===== config.mk =====
export PLATFORM = sky130hd
export DESIGN_NAME = secded_decoder_pipe
export DESIGN_NICKNAME = d
export VERILOG_FILES = /design/src/rtl/secded_pkg.sv /design/src/rtl/secded_syndrome.sv /design/src/rtl/secded_decoder_pipe.sv
export SDC_FILE = /design/constraint.sdc
export NUM_CORES = 1
export LEC_CHECK = 0
export ABC_AREA = 1
export CAP_MARGIN = 25
export CORE_ASPECT_RATIO = 0.6
export CORE_UTILIZATION = 55
export CTS_BUF_LIST = sky130_fd_sc_hd__clkbuf_8
export DETAILED_ROUTE_END_ITERATION = 8
export PLACE_DENSITY_LB_ADDON = 0.3
export SYNTH_ARGS = -nofsm -noshare
export SYNTH_HDL_FRONTEND = slang
export SYNTH_SLANG_ARGS = --single-unit

===== constraint.sdc =====
create_clock -name CLKb -period 4.2 [get_ports CLKb]
set_clock_uncertainty 0.15 [all_clocks]
set_input_delay 0.84 -clock CLKb [delete_from_list [all_inputs] [get_ports CLKb]]
set_output_delay 0.84 -clock CLKb [all_outputs]
set_load 0.01 [all_outputs]

===== src/rtl/secded_pkg.sv =====
// Shared SEC-DED definitions: parity-width sizing, Hamming position map and
// the per-word status type used by the decoder pipeline.
package secded_pkg;

  typedef enum logic [1:0] {CLEAN, SEC, DED} status_t;

  // Smallest r with 2^r >= data_w + r + 1; scanned downward so the smallest wins.
  function automatic int calc_pw(input int data_w);
    int pw;
    pw = 0;
    for (int r = 7; r >= 1; r--) begin
      if ((1 << r) >= data_w + r + 1) pw = r;
    end
    return pw;
  endfunction

  function automatic bit is_pow2(input int x);
    return (x > 0) && ((x & (x - 1)) == 0);
  endfunction

  // Hamming position carrying data bit idx (non-power-of-two positions, ascending).
  function automatic int data_pos(input int idx);
    int pos;
    int cnt;
    pos = 0;
    cnt = 0;
    for (int p = 1; p < 128; p++) begin
      if (!is_pow2(p)) begin
        if (cnt == idx) pos = p;
        cnt++;
      end
    end
    return pos;
  endfunction

endpackage


===== src/rtl/secded_syndrome.sv =====
// Combinational syndrome and overall-parity generator for an extended Hamming
// codeword; bit 0 is the overall parity bit, bits 1.. are Hamming positions.
module secded_syndrome #(
  parameter int CODE_W = 13,
  parameter int P_W    = 4
) (
  input  logic [CODE_W-1:0] in_code,
  output logic [P_W-1:0]    syndrome,
  output logic              parity_odd
);

  always_comb begin
    syndrome = '0;
    for (int i = 1; i < CODE_W; i++) begin
      if (in_code[i]) syndrome = syndrome ^ P_W'(i);
    end
  end

  assign parity_odd = ^in_code;

endmodule


===== src/rtl/secded_decoder_pipe.sv =====
// Two-stage SEC-DED decoder with valid/ready flow control and saturating error
// counters. Define SECDED_ERRLOG_EN to add a sticky first-error log.
module secded_decoder_pipe
  import secded_pkg::*;
#(
  parameter  int DATA_W = 8,
  parameter  int CNT_W  = 8,
  localparam int P_W    = calc_pw(DATA_W),
  localparam int CODE_W = DATA_W + P_W + 1
) (
  input  logic              CLKb,
  input  logic              RSTb,
  input  logic              in_valid,
  output logic              in_ready,
  input  logic [CODE_W-1:0] in_code,
  output logic              out_valid,
  input  logic              out_ready,
  output logic [DATA_W-1:0] out_data,
  output logic              out_sec,
  output logic              out_ded,
  output logic [P_W-1:0]    out_pos,
  input  logic              cnt_clr,
  output logic [CNT_W-1:0]  sec_count,
`ifdef SECDED_ERRLOG_EN
  output logic [CNT_W-1:0]  ded_count,
  output logic              log_valid,
  output logic              log_ded,
  output logic [P_W-1:0]    log_syn
`else
  output logic [CNT_W-1:0]  ded_count
`endif
);

  logic              advance, xfer;
  logic [P_W-1:0]    syn_c;
  logic              par_c;
  logic              s1_valid_q, s1_valid_d;
  logic [CODE_W-1:0] s1_code_q, s1_code_d;
  logic [P_W-1:0]    s1_syn_q, s1_syn_d;
  logic              s1_par_q, s1_par_d;
  logic              out_valid_q, out_valid_d;
  logic [DATA_W-1:0] out_data_q, out_data_d;
  logic              out_sec_q, out_sec_d;
  logic              out_ded_q, out_ded_d;
  logic [P_W-1:0]    out_pos_q, out_pos_d;
  logic [CNT_W-1:0]  sec_cnt_q, sec_cnt_d;
  logic [CNT_W-1:0]  ded_cnt_q, ded_cnt_d;
  status_t           status;
  logic [P_W-1:0]    fix_pos;
  logic [CODE_W-1:0] fixed_code;
  logic [DATA_W-1:0] fixed_data;

  secded_syndrome #(.CODE_W(CODE_W), .P_W(P_W)) u_syndrome (
    .in_code    (in_code),
    .syndrome   (syn_c),
    .parity_odd (par_c)
  );

  assign advance  = !out_valid_q || out_ready;
  assign in_ready = advance;
  assign xfer     = out_valid_q && out_ready;

  always_comb begin
    s1_valid_d = s1_valid_q;
    s1_code_d  = s1_code_q;
    s1_syn_d   = s1_syn_q;
    s1_par_d   = s1_par_q;
    if (advance) begin
      s1_valid_d = in_valid;
      if (in_valid) begin
        s1_code_d = in_code;
        s1_syn_d  = syn_c;
        s1_par_d  = par_c;
      end
    end
  end

  // A non-zero syndrome with odd parity points past the codeword when it
  // names a position that does not exist; that can only be a multi-bit error.
  always_comb begin
    status  = CLEAN;
    fix_pos = '0;
    if (s1_syn_q == '0) begin
      if (s1_par_q) status = SEC;
    end else if (s1_par_q && (int'(s1_syn_q) < CODE_W)) begin
      status  = SEC;
      fix_pos = s1_syn_q;
    end else begin
      status = DED;
    end
    fixed_code = s1_code_q;
    for (int i = 1; i < CODE_W; i++) begin
      if (status == SEC && int'(fix_pos) == i) fixed_code[i] = ~s1_code_q[i];
    end
    for (int k = 0; k < DATA_W; k++) begin
      fixed_data[k] = fixed_code[data_pos(k)];
    end
  end

  always_comb begin
    out_valid_d = out_valid_q;
    out_data_d  = out_data_q;
    out_sec_d   = out_sec_q;
    out_ded_d   = out_ded_q;
    out_pos_d   = out_pos_q;
    if (advance) begin
      out_valid_d = s1_valid_q;
      if (s1_valid_q) begin
        out_data_d = fixed_data;
        out_sec_d  = (status == SEC);
        out_ded_d  = (status == DED);
        out_pos_d  = fix_pos;
      end
    end
  end

  always_comb begin
    sec_cnt_d = sec_cnt_q;
    ded_cnt_d = ded_cnt_q;
    if (cnt_clr) begin
      sec_cnt_d = '0;
      ded_cnt_d = '0;
    end else if (xfer) begin
      if (out_sec_q && sec_cnt_q != '1) sec_cnt_d = sec_cnt_q + CNT_W'(1);
      if (out_ded_q && ded_cnt_q != '1) ded_cnt_d = ded_cnt_q + CNT_W'(1);
    end
  end

  always_ff @(negedge CLKb or negedge RSTb) begin
    if (!RSTb) begin
      s1_valid_q  <= 1'b0;
      s1_code_q   <= '0;
      s1_syn_q    <= '0;
      s1_par_q    <= 1'b0;
      out_valid_q <= 1'b0;
      out_data_q  <= '0;
      out_sec_q   <= 1'b0;
      out_ded_q   <= 1'b0;
      out_pos_q   <= '0;
      sec_cnt_q   <= '0;
      ded_cnt_q   <= '0;
    end else begin
      s1_valid_q  <= s1_valid_d;
      s1_code_q   <= s1_code_d;
      s1_syn_q    <= s1_syn_d;
      s1_par_q    <= s1_par_d;
      out_valid_q <= out_valid_d;
      out_data_q  <= out_data_d;
      out_sec_q   <= out_sec_d;
      out_ded_q   <= out_ded_d;
      out_pos_q   <= out_pos_d;
      sec_cnt_q   <= sec_cnt_d;
      ded_cnt_q   <= ded_cnt_d;
    end
  end

  assign out_valid = out_valid_q;
  assign out_data  = out_data_q;
  assign out_sec   = out_sec_q;
  assign out_ded   = out_ded_q;
  assign out_pos   = out_pos_q;
  assign sec_count = sec_cnt_q;
  assign ded_count = ded_cnt_q;

`ifdef SECDED_ERRLOG_EN
  logic [P_W-1:0] out_syn_q, out_syn_d;
  logic           log_valid_q, log_valid_d;
  logic           log_ded_q, log_ded_d;
  logic [P_W-1:0] log_syn_q, log_syn_d;

  // The stage-2 syndrome travels with the word so the log matches the transfer.
  always_comb begin
    out_syn_d   = out_syn_q;
    log_valid_d = log_valid_q;
    log_ded_d   = log_ded_q;
    log_syn_d   = log_syn_q;
    if (advance && s1_valid_q) out_syn_d = s1_syn_q;
    if (cnt_clr) begin
      log_valid_d = 1'b0;
      log_ded_d   = 1'b0;
      log_syn_d   = '0;
    end else if (xfer && (out_sec_q || out_ded_q) && !log_valid_q) begin
      log_valid_d = 1'b1;
      log_ded_d   = out_ded_q;
      log_syn_d   = out_syn_q;
    end
  end

  always_ff @(negedge CLKb or negedge RSTb) begin
    if (!RSTb) begin
      out_syn_q   <= '0;
      log_valid_q <= 1'b0;
      log_ded_q   <= 1'b0;
      log_syn_q   <= '0;
    end else begin
      out_syn_q   <= out_syn_d;
      log_valid_q <= log_valid_d;
      log_ded_q   <= log_ded_d;
      log_syn_q   <= log_syn_d;
    end
  end

  assign log_valid = log_valid_q;
  assign log_ded   = log_ded_q;
  assign log_syn   = log_syn_q;
`endif

endmodule


-- Word-level counts from Yosys, hierarchy flattened
Cells that the tools add are included.
- add/sub/neg operators: 2
- order comparisons: 1
- eq/ne operators: 12
- mux-type cells: 31
- bitwise operators: 19
- reductions and logical operators: 23
- operators with widths (kind ; number):
    8-bit 2-to-1 mux ; 6
    4-bit 2-to-1 mux ; 7
    4-bit == test (second input constant) ; 6
    8-bit by 1-bit adder with 8-bit output (second input constant) ; 2
    8-bit inequality test (second input constant) ; 2
    13-bit parity ; 1
    1-bit logical AND ; 12
    3-bit 2-to-1 mux ; 4
    2-bit inverter ; 6
    1-bit 2-to-1 mux ; 10
    4-bit by 3-bit == test with 1-bit output (second input constant) ; 2
    2-bit 2-to-1 mux ; 4
    1-bit inverter ; 8
    2-bit AND reduction ; 4
    3-bit inverter ; 2
    2-bit nonzero test ; 3
    4-bit zero test ; 1
    4-bit < comparator (second input constant) ; 1
    1-bit inverter (first input constant) ; 3
    2-bit by 1-bit == test with 1-bit output (second input constant) ; 1
    2-bit == test (second input constant) ; 1
    1-bit zero test ; 1
    1-bit logical OR ; 1
- bits in registers: 50
- word-level logic and storage cells: 99

-- Logic depth before layout (Yosys ltp)
- word-level depth: 20
- mapped depth: 11
- mapped depth without buffers: 11

-- Cells and area by module
A second synthesis with hierarchy kept.
- cells, all modules: 369
- area, all modules: 2665.1 µm²
- modules (own cells, without submodules) (module ; instances ; cells each ; area an instance (µm²) ; sequential area each (µm²)):
    secded_decoder_pipe ; 1 ; 295 ; 2308.5 ; 1126.1
    secded_syndrome ; 1 ; 74 ; 356.6 ; 0.0

==> flow_summary.toml <==
[critical_path]
slowest_stage = "dfrtn_1"
end_kind = "output port"
crit_path_start_kind = "register"
path_cells = "inv_2 -> nor2_4 -> inv_2 -> clkbuf_2"
worstSetupPathType = "register to output port"
cp_common_cell = "inv_2"
worstPathMaxFanout = 3
cpPeakStageDelay_ns = 0.44
rr_worst_depth = 9
cp.arrival_ns = 3.23
crit_required_ns = 3.21
cp_top_family = "flip-flops"
cp_num_buf_inv = 3
path_depth = 4

[floorplanning]
start_util_pct = 59.6
coreArea_um2 = 4280
die_w_um = 89.9
die-area_um2 = 4920
die_h_um = 54.7
rows = 18
num_io_pins = 50

[clock_tree]
path_clk_slew_ns = 0.06
cts-htree-levels = 2
tritoncts = "done"
cts_buffer_depth = 2
holdBufCountCts = 0
cts-root-buf = "clkbuf_8"
clk_latency_ns = 0.30
cts_inserted_buffers = 5
clkSinkCount = 45

[synth]
synth_edf_count = 0
synth.distinct_cells = 30
synth_ff_type = "dfrtn_1"
synthCells = 341
synth_warnings = 0
netlist_area_um2 = 2550
ys_ff_latch = 45
synthArstFlopShare_pct = 100
synth.avg_cell_area_um2 = 7.48
seq_area_frac_synth_pct = 44.2
synth_nets = 361

[timing]
setup_tns_ns = -0.0226
worst_slack_ns = -0.0226
relSlewSlack_pct = 72.3
setup_viol = 1
finalHoldViolCount = 0
tightest_slew_ns = 0.415
hold_slack_ns = 0.270
grt_setup_unrepaired = "yes"
timing.final.max_slew_violations = 0

[grt]
grt_first_pass_wirelength_um = 9960
track_usage_pct = 26.7
grt.overflow.total = 0
grt_max_degree = 46
antenna_found_initial = 0
grt_pass1_vias = 2118

[routing]
ant_nets = 0
wl_per_cell_um = 13.4
drc = 0
drt_wl_total_um = 6490
vias_per_cell = 5.25
first_pass_iters = 5
vias = 2542
drt_iter0_drc = 148

[cells_and_area]
layout-area-overhead-vs-synth_pct = 35.4
most-common-layout-cells = "95 x nand2_1, 45 x dfrtn_1, 38 x inv_1, 38 x nor2_1, 32 x buf_4"
finalNonFillerCells = 484
n_fill_cell = 307
nets = 444
fin_area_um2 = 3450
layout_commonest_cell = "nand2_1"
antenna_cells = 0
layout-drive-gt1-share_pct = 16.5

[power_and_ir_drop]
pwr_density_cell_nw_per_um2 = 359
ir_drop_mv = 0.176
total_power_mw = 1.24
leakagePower_nw = 1.92

[placed_design]
place_inst = 475
hpwl_um = 4620
gp_congestion = 0.877
port_buffers = 49
place_area_um2 = 3330

[worst_hold_path]
hold_path.class = "register to register"
whs_path_depth = 2

[status]
status = "complete, but fails checks"
violations = "setup timing"

[job]
maxCapViolCount = 0
[worst min-delay path, cell delays in order (launching register included)]
cell and delay, ns:
dfrtn_1 0.40, nand2_1 0.05, nand2_1 0.05
[state kept, by name (all words and copies together), names as in the netlist, 4 cells and up]
register / count
ded_count: 8
out_data: 8
s1_code_q: 8
sec_count: 8
out_pos: 4
s1_syn_q: 4
[metrics by stage]
| step | worst slack [ns] | utilization (%) |
|---|---|---|
| 2_1_floorplan | 0.292 | - |
| 3_3_place_gp | -0.279 | 77.8 |
| 3_5_place_dp | -0.314 | 77.8 |
| 4_1_cts | -0.221 | 79.1 |
| 5_1_grt | -0.0502 | 80.7 |
| 6_report | -0.0226 | 80.7 |
[logic make-up (layout without fill, tap and decap cells)]
family	Yosys count	after routing	share of synthesized area [%]
xor gates and xnor gates	7	7	2.40
and+or+nand+nor	191	191	33.7
DFF	45	45	44.2
buffers and inverters	51	134	8.24
AOI/OAI and AO/OA	45	45	10.5
adders and majority gates	2	2	0.981
[timing repair]
item / CTS / global route
pin swaps: 0 / 3
setup buffers: 0 / 2
endpoints found under the setup margin: 32 / 22
resized for setup: 33 / 23
[layout make-up]
class | instances | area (um2) | area share [%]
Tap cell | 60 | 75.1 | 2.17
Multi-Input combinational cell | 245 | 1250 | 36.2
Clock inverter | 1 | 7.51 | 0.217
Clock buffer | 6 | 82.6 | 2.39
Timing Repair Buffer | 83 | 746 | 21.6
Inverter | 44 | 165 | 4.78
Sequential cell | 45 | 1130 | 32.6
[power by group]
part	switching (mW)	internal, mW	leakage, nW	total (mW)
Clock	0.152	0.130	0.0433	0.283
Combinational	0.222	0.168	1.30	0.389
Sequential	0.0536	0.512	0.578	0.566
Total	0.428	0.810	1.92	1.24
[layer usage]
layer	vias to the layer above	GRT usage (%)	share of wire (%)
li1	1262	-	-
met1	1146	37.7	47
met2	119	42.7	44
met3	15	4.86	6.9
met4	0	8.60	1.8
met5	-	0	0
[worst paths after layout]
check | startpoint | to | slack, ns
worst max-delay path | out_valid$_DFFE_NN0N_ | in_ready | -0.02
min in group asynchronous | RSTb | sec_count[7]$_DFFE_NN0P_ | 2.34
worst max register to register | sec_count[0]$_DFFE_NN0P_ | sec_count[3]$_DFFE_NN0P_ | 2.29
worst min register to register | out_pos[3]$_DFFE_NN0P_ | out_pos[3]$_DFFE_NN0P_ | 0.27
worst min-delay path | out_pos[3]$_DFFE_NN0P_ | out_pos[3]$_DFFE_NN0P_ | 0.27
max in group asynchronous | RSTb | ded_count[3]$_DFFE_NN0P_ | 1.31
[cell usage after synthesis (2+ instances only)]
master / number / share of area, %
a21oi_1: 10 / 2.0
a21oi_4: 2 / 1.3
a31oi_1: 5 / 1.2
buf_2: 3 / 0.59
buf_4: 2 / 0.59
dfrtn_1: 45 / 44
ha_1: 2 / 0.98
inv_1: 40 / 5.9
inv_2: 3 / 0.44
nand2_1: 96 / 14
nand3_1: 31 / 6.1
nand3b_1: 5 / 1.5
nand4_1: 8 / 2.0
nor2_1: 39 / 5.7
nor2_2: 4 / 0.98
nor2_4: 3 / 1.3
nor3_4: 2 / 1.3
o21ai_0: 7 / 1.4
o21ai_1: 16 / 3.1
o31ai_1: 2 / 0.59
or2_2: 2 / 0.49
xnor2_1: 5 / 1.7
xor2_1: 2 / 0.69
Note: power is estimated with default switching activity, not from simulation.
